File: src/rtl/vga_scan_controller.sv
// rtl/vga_scan_controller.sv - VGA raster timing generator and registered pixel output stage
module vga_scan_controller #(
  parameter int H_VISIBLE = 640,
  parameter int H_FP      = 16,
  parameter int H_SYNC    = 96,
  parameter int H_BP      = 48,
  parameter int V_VISIBLE = 480,
  parameter int V_FP      = 10,
  parameter int V_SYNC    = 2,
  parameter int V_BP      = 33,
  parameter int CLK_DIV   = 2
) (
  input  logic       Clk,
  input  logic       Reset,
  input  logic [7:0] in_R,
  input  logic [7:0] in_G,
  input  logic [7:0] in_B,
  output logic [9:0] DrawX,
  output logic [9:0] DrawY,
  output logic       pix_en,
  output logic       VGA_CLK,
  output logic [7:0] VGA_R,
  output logic [7:0] VGA_G,
  output logic [7:0] VGA_B,
  output logic       VGA_HS,
  output logic       VGA_VS,
  output logic       VGA_BLANK_N,
  output logic       VGA_SYNC_N,
  output logic       frame_start,
  output logic [7:0] frame_count
);

  localparam int H_TOTAL = H_VISIBLE + H_FP + H_SYNC + H_BP;
  localparam int V_TOTAL = V_VISIBLE + V_FP + V_SYNC + V_BP;
  localparam int DIV_W   = $clog2(CLK_DIV);

  localparam logic [DIV_W-1:0] DIV_LAST = DIV_W'(CLK_DIV - 1);
  localparam logic [DIV_W-1:0] DIV_HALF = DIV_W'(CLK_DIV / 2);

  localparam logic [9:0] X_LAST   = 10'(H_TOTAL - 1);
  localparam logic [9:0] Y_LAST   = 10'(V_TOTAL - 1);
  localparam logic [9:0] X_VIS    = 10'(H_VISIBLE);
  localparam logic [9:0] Y_VIS    = 10'(V_VISIBLE);
  localparam logic [9:0] HS_START = 10'(H_VISIBLE + H_FP);
  localparam logic [9:0] HS_END   = 10'(H_VISIBLE + H_FP + H_SYNC);
  localparam logic [9:0] VS_START = 10'(V_VISIBLE + V_FP);
  localparam logic [9:0] VS_END   = 10'(V_VISIBLE + V_FP + V_SYNC);

  logic [DIV_W-1:0] div_q, div_d;
  logic [9:0]       draw_x_q, draw_x_d;
  logic [9:0]       draw_y_q, draw_y_d;
  logic             frame_start_q, frame_start_d;
  logic [7:0]       frame_count_q, frame_count_d;
  logic [7:0]       vga_r_q, vga_r_d;
  logic [7:0]       vga_g_q, vga_g_d;
  logic [7:0]       vga_b_q, vga_b_d;
  logic             blank_n_q, blank_n_d;
  logic             hs_q, hs_d;
  logic             vs_q, vs_d;

  logic strobe;
  logic vis;
  logic x_last;
  logic y_last;

  assign strobe = (div_q == DIV_LAST);
  assign x_last = (draw_x_q == X_LAST);
  assign y_last = (draw_y_q == Y_LAST);
  assign vis    = (draw_x_q < X_VIS) && (draw_y_q < Y_VIS);

  // Next-state: divider, scan counters, frame tick and pin stage (pins capture the pre-increment position)
  always_comb begin
    div_d         = strobe ? '0 : div_q + DIV_W'(1);
    draw_x_d      = draw_x_q;
    draw_y_d      = draw_y_q;
    frame_start_d = 1'b0;
    frame_count_d = frame_count_q;
    vga_r_d       = vga_r_q;
    vga_g_d       = vga_g_q;
    vga_b_d       = vga_b_q;
    blank_n_d     = blank_n_q;
    hs_d          = hs_q;
    vs_d          = vs_q;
    if (strobe) begin
      if (x_last) begin
        draw_x_d = '0;
        if (y_last) begin
          draw_y_d      = '0;
          frame_start_d = 1'b1;
          frame_count_d = frame_count_q + 8'd1;
        end else begin
          draw_y_d = draw_y_q + 10'd1;
        end
      end else begin
        draw_x_d = draw_x_q + 10'd1;
      end
      blank_n_d = vis;
      vga_r_d   = vis ? in_R : 8'd0;
      vga_g_d   = vis ? in_G : 8'd0;
      vga_b_d   = vis ? in_B : 8'd0;
      hs_d      = ~((draw_x_q >= HS_START) && (draw_x_q < HS_END));
      vs_d      = ~((draw_y_q >= VS_START) && (draw_y_q < VS_END));
    end
  end

  // State register with synchronous reset taking priority
  always_ff @(posedge Clk) begin
    if (Reset) begin
      div_q         <= '0;
      draw_x_q      <= '0;
      draw_y_q      <= '0;
      frame_start_q <= 1'b0;
      frame_count_q <= '0;
      vga_r_q       <= '0;
      vga_g_q       <= '0;
      vga_b_q       <= '0;
      blank_n_q     <= 1'b0;
      hs_q          <= 1'b1;
      vs_q          <= 1'b1;
    end else begin
      div_q         <= div_d;
      draw_x_q      <= draw_x_d;
      draw_y_q      <= draw_y_d;
      frame_start_q <= frame_start_d;
      frame_count_q <= frame_count_d;
      vga_r_q       <= vga_r_d;
      vga_g_q       <= vga_g_d;
      vga_b_q       <= vga_b_d;
      blank_n_q     <= blank_n_d;
      hs_q          <= hs_d;
      vs_q          <= vs_d;
    end
  end

  assign DrawX       = draw_x_q;
  assign DrawY       = draw_y_q;
  assign pix_en      = strobe;
  assign VGA_CLK     = (div_q >= DIV_HALF);
  assign VGA_R       = vga_r_q;
  assign VGA_G       = vga_g_q;
  assign VGA_B       = vga_b_q;
  assign VGA_HS      = hs_q;
  assign VGA_VS      = vs_q;
  assign VGA_BLANK_N = blank_n_q;
  assign VGA_SYNC_N  = 1'b0;
  assign frame_start = frame_start_q;
  assign frame_count = frame_count_q;

endmodule
File: config.mk
export PLATFORM = sky130hd
export DESIGN_NAME = vga_scan_controller
export DESIGN_NICKNAME = d
export VERILOG_FILES = /design/src/rtl/vga_scan_controller.sv
export SDC_FILE = /design/constraint.sdc
export NUM_CORES = 1
export LEC_CHECK = 0
export CAP_MARGIN = 20
export CORE_ASPECT_RATIO = 1.5
export CORE_UTILIZATION = 44
export DETAILED_ROUTE_END_ITERATION = 10
export PLACE_DENSITY = 0.79
export SETUP_SLACK_MARGIN = 0.15
export SYNTH_ARGS = -nofsm -noshare
export SYNTH_HDL_FRONTEND = slang
export SYNTH_SLANG_ARGS = --single-unit
File: constraint.sdc
create_clock -name Clk -period 2.45 [get_ports Clk]
set_input_delay 0.245 -clock Clk [delete_from_list [all_inputs] [get_ports Clk]]
set_output_delay 0.245 -clock Clk [all_outputs]
set_load 0.005 [all_outputs]
==> results of run 1 <==
cells in the mapped netlist (2+ instances only):
master | n | area share [%]
a21oi_1 | 15 | 3.3
a22o_1 | 24 | 9.1
and3_1 | 2 | 0.54
buf_2 | 2 | 0.43
buf_4 | 2 | 0.65
clkbuf_1 | 10 | 1.6
dfxtp_1 | 57 | 49
ha_1 | 5 | 2.7
inv_1 | 7 | 1.1
nand2_1 | 11 | 1.8
nand2b_1 | 4 | 1.1
nand3_1 | 12 | 2.6
nand4_1 | 4 | 1.1
nor2_1 | 17 | 2.8
nor3_1 | 8 | 1.7
nor4_1 | 4 | 1.1
o21ai_0 | 5 | 1.1
o31ai_1 | 9 | 2.9
or3_1 | 7 | 1.9
or4_1 | 10 | 3.3
xnor2_1 | 9 | 3.4
xor2_1 | 3 | 1.1
worst max-delay path, cell delays in order, from the launching register on:
cell	delay, ns
dfxtp_1	0.41
ha_1	0.25
nand4_2	0.19
or4_4	0.58
or4_1	0.48
a21oi_1	0.14
layout by cell type, fill, tap and decap left out, types with 7 or more instances in the layout:
master,instances
a22o_1,24
o31ai_1,9
xnor2_1,9
dfxtp_1,57
nand2_1,11
nand3_1,12
inv_1,7
clkbuf_8,10
or4_1,9
a21oi_1,15
clkdlybuf4s50_1,83
buf_4,9
nor2_1,17
nor3_1,7
final cells by class:
type | count | area [µm²] | area share [%]
clock inverters | 3 | 65.1 | 1.89
multi-input cells | 162 | 1090 | 31.7
inverters | 7 | 26.3 | 0.761
clock buffers | 12 | 145 | 4.21
repair buffers | 92 | 898 | 26.0
flip-flops and latches | 57 | 1140 | 33.1
well taps | 66 | 82.6 | 2.39
state kept, by name, summed over array words and instances (netlist names):
signal       flops
VGA_VS           1
VGA_G            8
frame_count      8
VGA_B            8
VGA_BLANK_N      1
VGA_HS           1
VGA_R            8
DrawY           10
pix_en           1
DrawX           10
frame_start      1
worst max-delay path by stage:
stage                                end  slack [ns]  cells past startpoint
after floorplan                 DrawY[7]        0.39                      6
after global routing            DrawY[6]        0.21                      5
after CTS                 frame_count[6]        0.17                      5
final                           DrawY[7]        0.32                      5
after detailed placement  frame_count[5]        0.19                      5
after global placement    frame_count[6]        0.26                      5
metal layers:
metal / part of all wire [%] / vias to the layer above / routed length, µm / GRT usage (%)
li1: - / 1061 / - / -
met2: 51 / 96 / 3030 / 38.3
met4: 3.0 / 0 / 176 / 12.7
met3: 6.5 / 18 / 384 / 7.59
met1: 39 / 1002 / 2330 / 27.8
met5: 0 / - / 0 / 0
where the power goes:
group          internal, mW  switching, mW
combinational         0.114         0.0605
sequential            0.957         0.0192
clock                 0.594          0.355
cell families (layout without fill, tap and decap cells):
group | after synthesis | in the layout
mux | 1 | 1
other cells | 1 | 1
buf+inv | 21 | 114
xor+xnor | 12 | 12
simple gates | 86 | 86
fa+ha+maj | 5 | 5
flops | 57 | 57
compound gates | 57 | 57
what timing repair did:
item	4_1_cts	5_1_grt
buffers inserted	0	0
resized for setup	0	2
setup endpoints to repair	0	21
hold buffers	0	0
per-stage QoR:
step                      worst slack (ns)  std cells  utilization (%)
after floorplan                      0.392        240                -
after global placement               0.255        384             65.6
after detailed placement             0.185        384             65.6
after CTS                            0.165        399             69.9
after global routing                 0.214        399             70.1
final                                0.318        399             70.1
==> impl_metrics.ini, run 1 <==
[timing]
clock_skew_ns = 0.00629
period_needed_ns = 2.13
max_freq_mhz = 469
finalCritPeriodShare_pct = 87.0
setup_viol = 0
rsz0062_at_grt = false
holdWs_ns = 0.459
setup_tns_ns = 0
slew_viol_final = 0
hold_viol = 0

[setup_path]
critPathKind = reg -> reg
arrival_ns = 2.40
worstReg2RegStart = DrawX[0]
ff2ff_path_depth = 5
crit_start = DrawX[0]
end_kind = flop
rrSetupSlack_ns = 0.32
critPathRequiredTime_ns = 2.72
timing.rr.end = DrawY[7]
startpoint_type = flop
cp_max_fo = 8

[route]
dr_total_vias = 2177
drt-pass1-iter-count = 4
wl_per_cell_um = 14.8
drt-total-wl_um = 5920
drc = 0
drt_iter0_drc = 118
detail-route-antenna-nets = 0
via_per_inst = 5.46

[logic_synthesis]
synth_area_um2 = 2310
syn_area_per_cell_um2 = 9.62
synth_compound_area_share_pct = 17.6
synth_flop_cell = dfxtp_1
synth.distinct_cells = 35
muxShareOfSynthArea_pct = 0.488
synthAdderAreaFrac_pct = 2.71
yosysSeqAreaShare_pct = 49.4
synth_edf_count = 0
synthSimpleGateAreaFrac_pct = 21.2
synth_cells = 240
yosys_warnings = 0
synthXorXnorAreaFrac_pct = 4.55
async_flop_share_pct = 0
synth_top_family_by_area = simple AND/OR/NAND/NOR gates
syn-num-nets = 271
synth-seq-cells = 57

[floorplan]
die_x_um = 61.1
die_area_um2 = 5550
boundaryPins = 85
die_h_um = 90.7
placementRows = 31
initial_core_util_pct = 46.9
core_um2 = 4930

[global_route]
overflow = 0
grt_pass1_wl_um = 9940
grt_use_total_pct = 24.1
antenna_found_initial = 0
grt_max_degree = 26
grt_pass1_vias = 2075

[flow_run]
cap_violations = 0

[placement]
gp_congestion = 0.864
portBuffers = 83
place_area_um2 = 3230
dp_hpwl_um = 4150

[clock_tree]
clockBufferDepth = 2
root_buffer = clkbuf_8
cts_tree = done
clock_latency_ns = 0.34
cts_num_sinks = 57
clkSlewWorstSetupHoldPaths_ns = 0.06
cts_htree_levels = 3
numCtsBuffers = 9

[layout]
drive_above_1_share_pct = 8.71
areaGrowthSynthToFinish_pct = 49.5
num_antenna_cells = 0
fill_cells = 406
fin_area_um2 = 3450
fin_nets = 360

[power]
p_total_mw = 2.10
powerDensity_nw_per_um2 = 608
p_leak_nw = 1.22
ir_drop_mv = 0.567

[min_path]
holdPathStages = 1
worstHoldStart = VGA_BLANK_N
hold_end = VGA_BLANK_N
hold_path_class = reg -> reg

[outcome]
status = completed
(Power assumes the default switching activity.)
==> run 2, diff against run 1 <==
--- a/config.mk
+++ b/config.mk
@@ -9,7 +9,8 @@
 export CORE_ASPECT_RATIO = 1.5
 export CORE_UTILIZATION = 44
 export DETAILED_ROUTE_END_ITERATION = 10
-export PLACE_DENSITY = 0.79
+export HOLD_SLACK_MARGIN = 0.15
+export PLACE_DENSITY_LB_ADDON = 0.1
 export SETUP_SLACK_MARGIN = 0.15
 export SYNTH_ARGS = -nofsm -noshare
 export SYNTH_HDL_FRONTEND = slang
==> impl_metrics.ini, run 2 (same netlist as run 1, synthesis figures left out) <==
[route]
dr_total_vias = 2135
detail-route-antenna-nets = 0
drt-pass1-iter-count = 4
drc = 0
wl_per_cell_um = 14.4
via_per_inst = 5.36
drt-total-wl_um = 5710
drt_iter0_drc = 153

[layout]
final_common_cell = clkdlybuf4s50_1
fill_cells = 422
areaGrowthSynthToFinish_pct = 48.6
fin_nets = 359
mostFrequentLayoutCells = clkdlybuf4s50_1 (83), dfxtp_1 (57), a22o_1 (24), nor2_1 (17), a21oi_1 (15)
num_antenna_cells = 0
drive_above_1_share_pct = 8.43

[power]
p_leak_nw = 1.20
ir_drop_mv = 0.407
p_total_mw = 2.04
powerDensity_nw_per_um2 = 594

[timing]
setup_viol = 0
period_needed_ns = 2.14
max_freq_mhz = 468
slew_viol_final = 0
clock_skew_ns = 0.00899
fin_ws_ns = 0.314
rsz0062_at_grt = false
setup_tns_ns = 0
finalCritPeriodShare_pct = 87.2
hold_viol = 0

[floorplan]
die_area_um2 = 5550
core_um2 = 4930
boundaryPins = 85
placementRows = 31
die_x_um = 61.1
initial_core_util_pct = 46.9
die_h_um = 90.7

[clock_tree]
holdBufCountCts = 0
cts_resized = 0
post_cts_buffers = 0
cts_tree = done
cts_htree_levels = 3
clockBufferDepth = 2
root_buffer = clkbuf_8
clkSlewWorstSetupHoldPaths_ns = 0.06
cts_num_sinks = 57
numCtsBuffers = 9
clock_latency_ns = 0.34

[min_path]
hold_path_class = reg -> reg

[placement]
gp_congestion = 0.821
portBuffers = 83
dp_hpwl_um = 4060
dp_slack_ns = 0.173

[setup_path]
startpoint_type = flop
rrSetupSlack_ns = 0.31
crit_start = DrawX[0]
cp_max_fo = 8
end_kind = flop
worstReg2RegStart = DrawX[0]
timing.rr.end = DrawY[9]
ff2ff_path_depth = 5
critPathKind = reg -> reg
arrival_ns = 2.41
critPathRequiredTime_ns = 2.72
cp-endpoint = DrawY[9]

[outcome]
status = completed

[global_route]
grt_max_degree = 27
grt_use_total_pct = 23.3
grt_pass1_wl_um = 9650
antenna_found_initial = 0
grt_pass1_vias = 2128
overflow = 0

[flow_run]
cap_violations = 0
[run 2: report_power, final]
part	switching [mW]	total, mW	internal, mW	leakage [nW]
registers	0.0187	0.975	0.957	0.464
clock network	0.365	0.885	0.520	0.0957
logic	0.0603	0.175	0.115	0.644
total	0.444	2.04	1.59	1.20
[run 2: area by class of cell]
cell class / instances / area, µm² / area share [%]
flip-flops and latches: 57 / 1140 / 33.3
multi-input cells: 162 / 1090 / 31.8
repair buffers: 91 / 891 / 26.0
clock buffers: 13 / 159 / 4.63
well taps: 66 / 82.6 / 2.41
clock inverters: 2 / 37.5 / 1.09
inverters: 7 / 26.3 / 0.766
[run 2: how the worst min path moves through the flow]
| stage | startpoint | to | slack, ns | depth (start not counted) |
|---|---|---|---|---|
| after CTS | VGA_BLANK_N | VGA_BLANK_N | 0.47 | 1 |
| after detailed placement | VGA_BLANK_N | VGA_BLANK_N | 0.45 | 1 |
| after global placement | VGA_BLANK_N | VGA_BLANK_N | 0.44 | 1 |
| final | VGA_BLANK_N | VGA_BLANK_N | 0.46 | 1 |
| after floorplan | in_B[0] | VGA_B[0] | 0.38 | 1 |
| after global routing | VGA_BLANK_N | VGA_BLANK_N | 0.49 | 1 |
[run 2: critical path, cell delays in order (launching register included)]
cell	delay, ns
dfxtp_1	0.40
ha_1	0.25
nand4_2	0.19
or4_4	0.57
or4_1	0.48
a21oi_1	0.16
[run 2: per-stage QoR]
| stage | cell area, µm² | std cells | hold WS, ns | util [%] |
|---|---|---|---|---|
| 2_1_floorplan | 2310 | 240 | 0.378 | - |
| 3_3_place_gp | 3220 | 383 | 0.438 | 65.5 |
| 3_5_place_dp | 3220 | 383 | 0.448 | 65.5 |
| 4_1_cts | 3420 | 398 | 0.466 | 69.4 |
| 5_1_grt | 3430 | 398 | 0.487 | 69.6 |
| 6_report | 3430 | 398 | 0.464 | 69.6 |
[run 2: per-layer routing]
layer | global-route usage, % | wire length [µm] | share of wire, % | up-vias
met1 | 25.4 | 2280 | 40 | 980
met5 | 0 | 0 | 0 | -
met4 | 13.1 | 176 | 3.1 | 0
met2 | 37.0 | 2840 | 50 | 83
li1 | - | - | - | 1056
met3 | 8.88 | 413 | 7.2 | 16
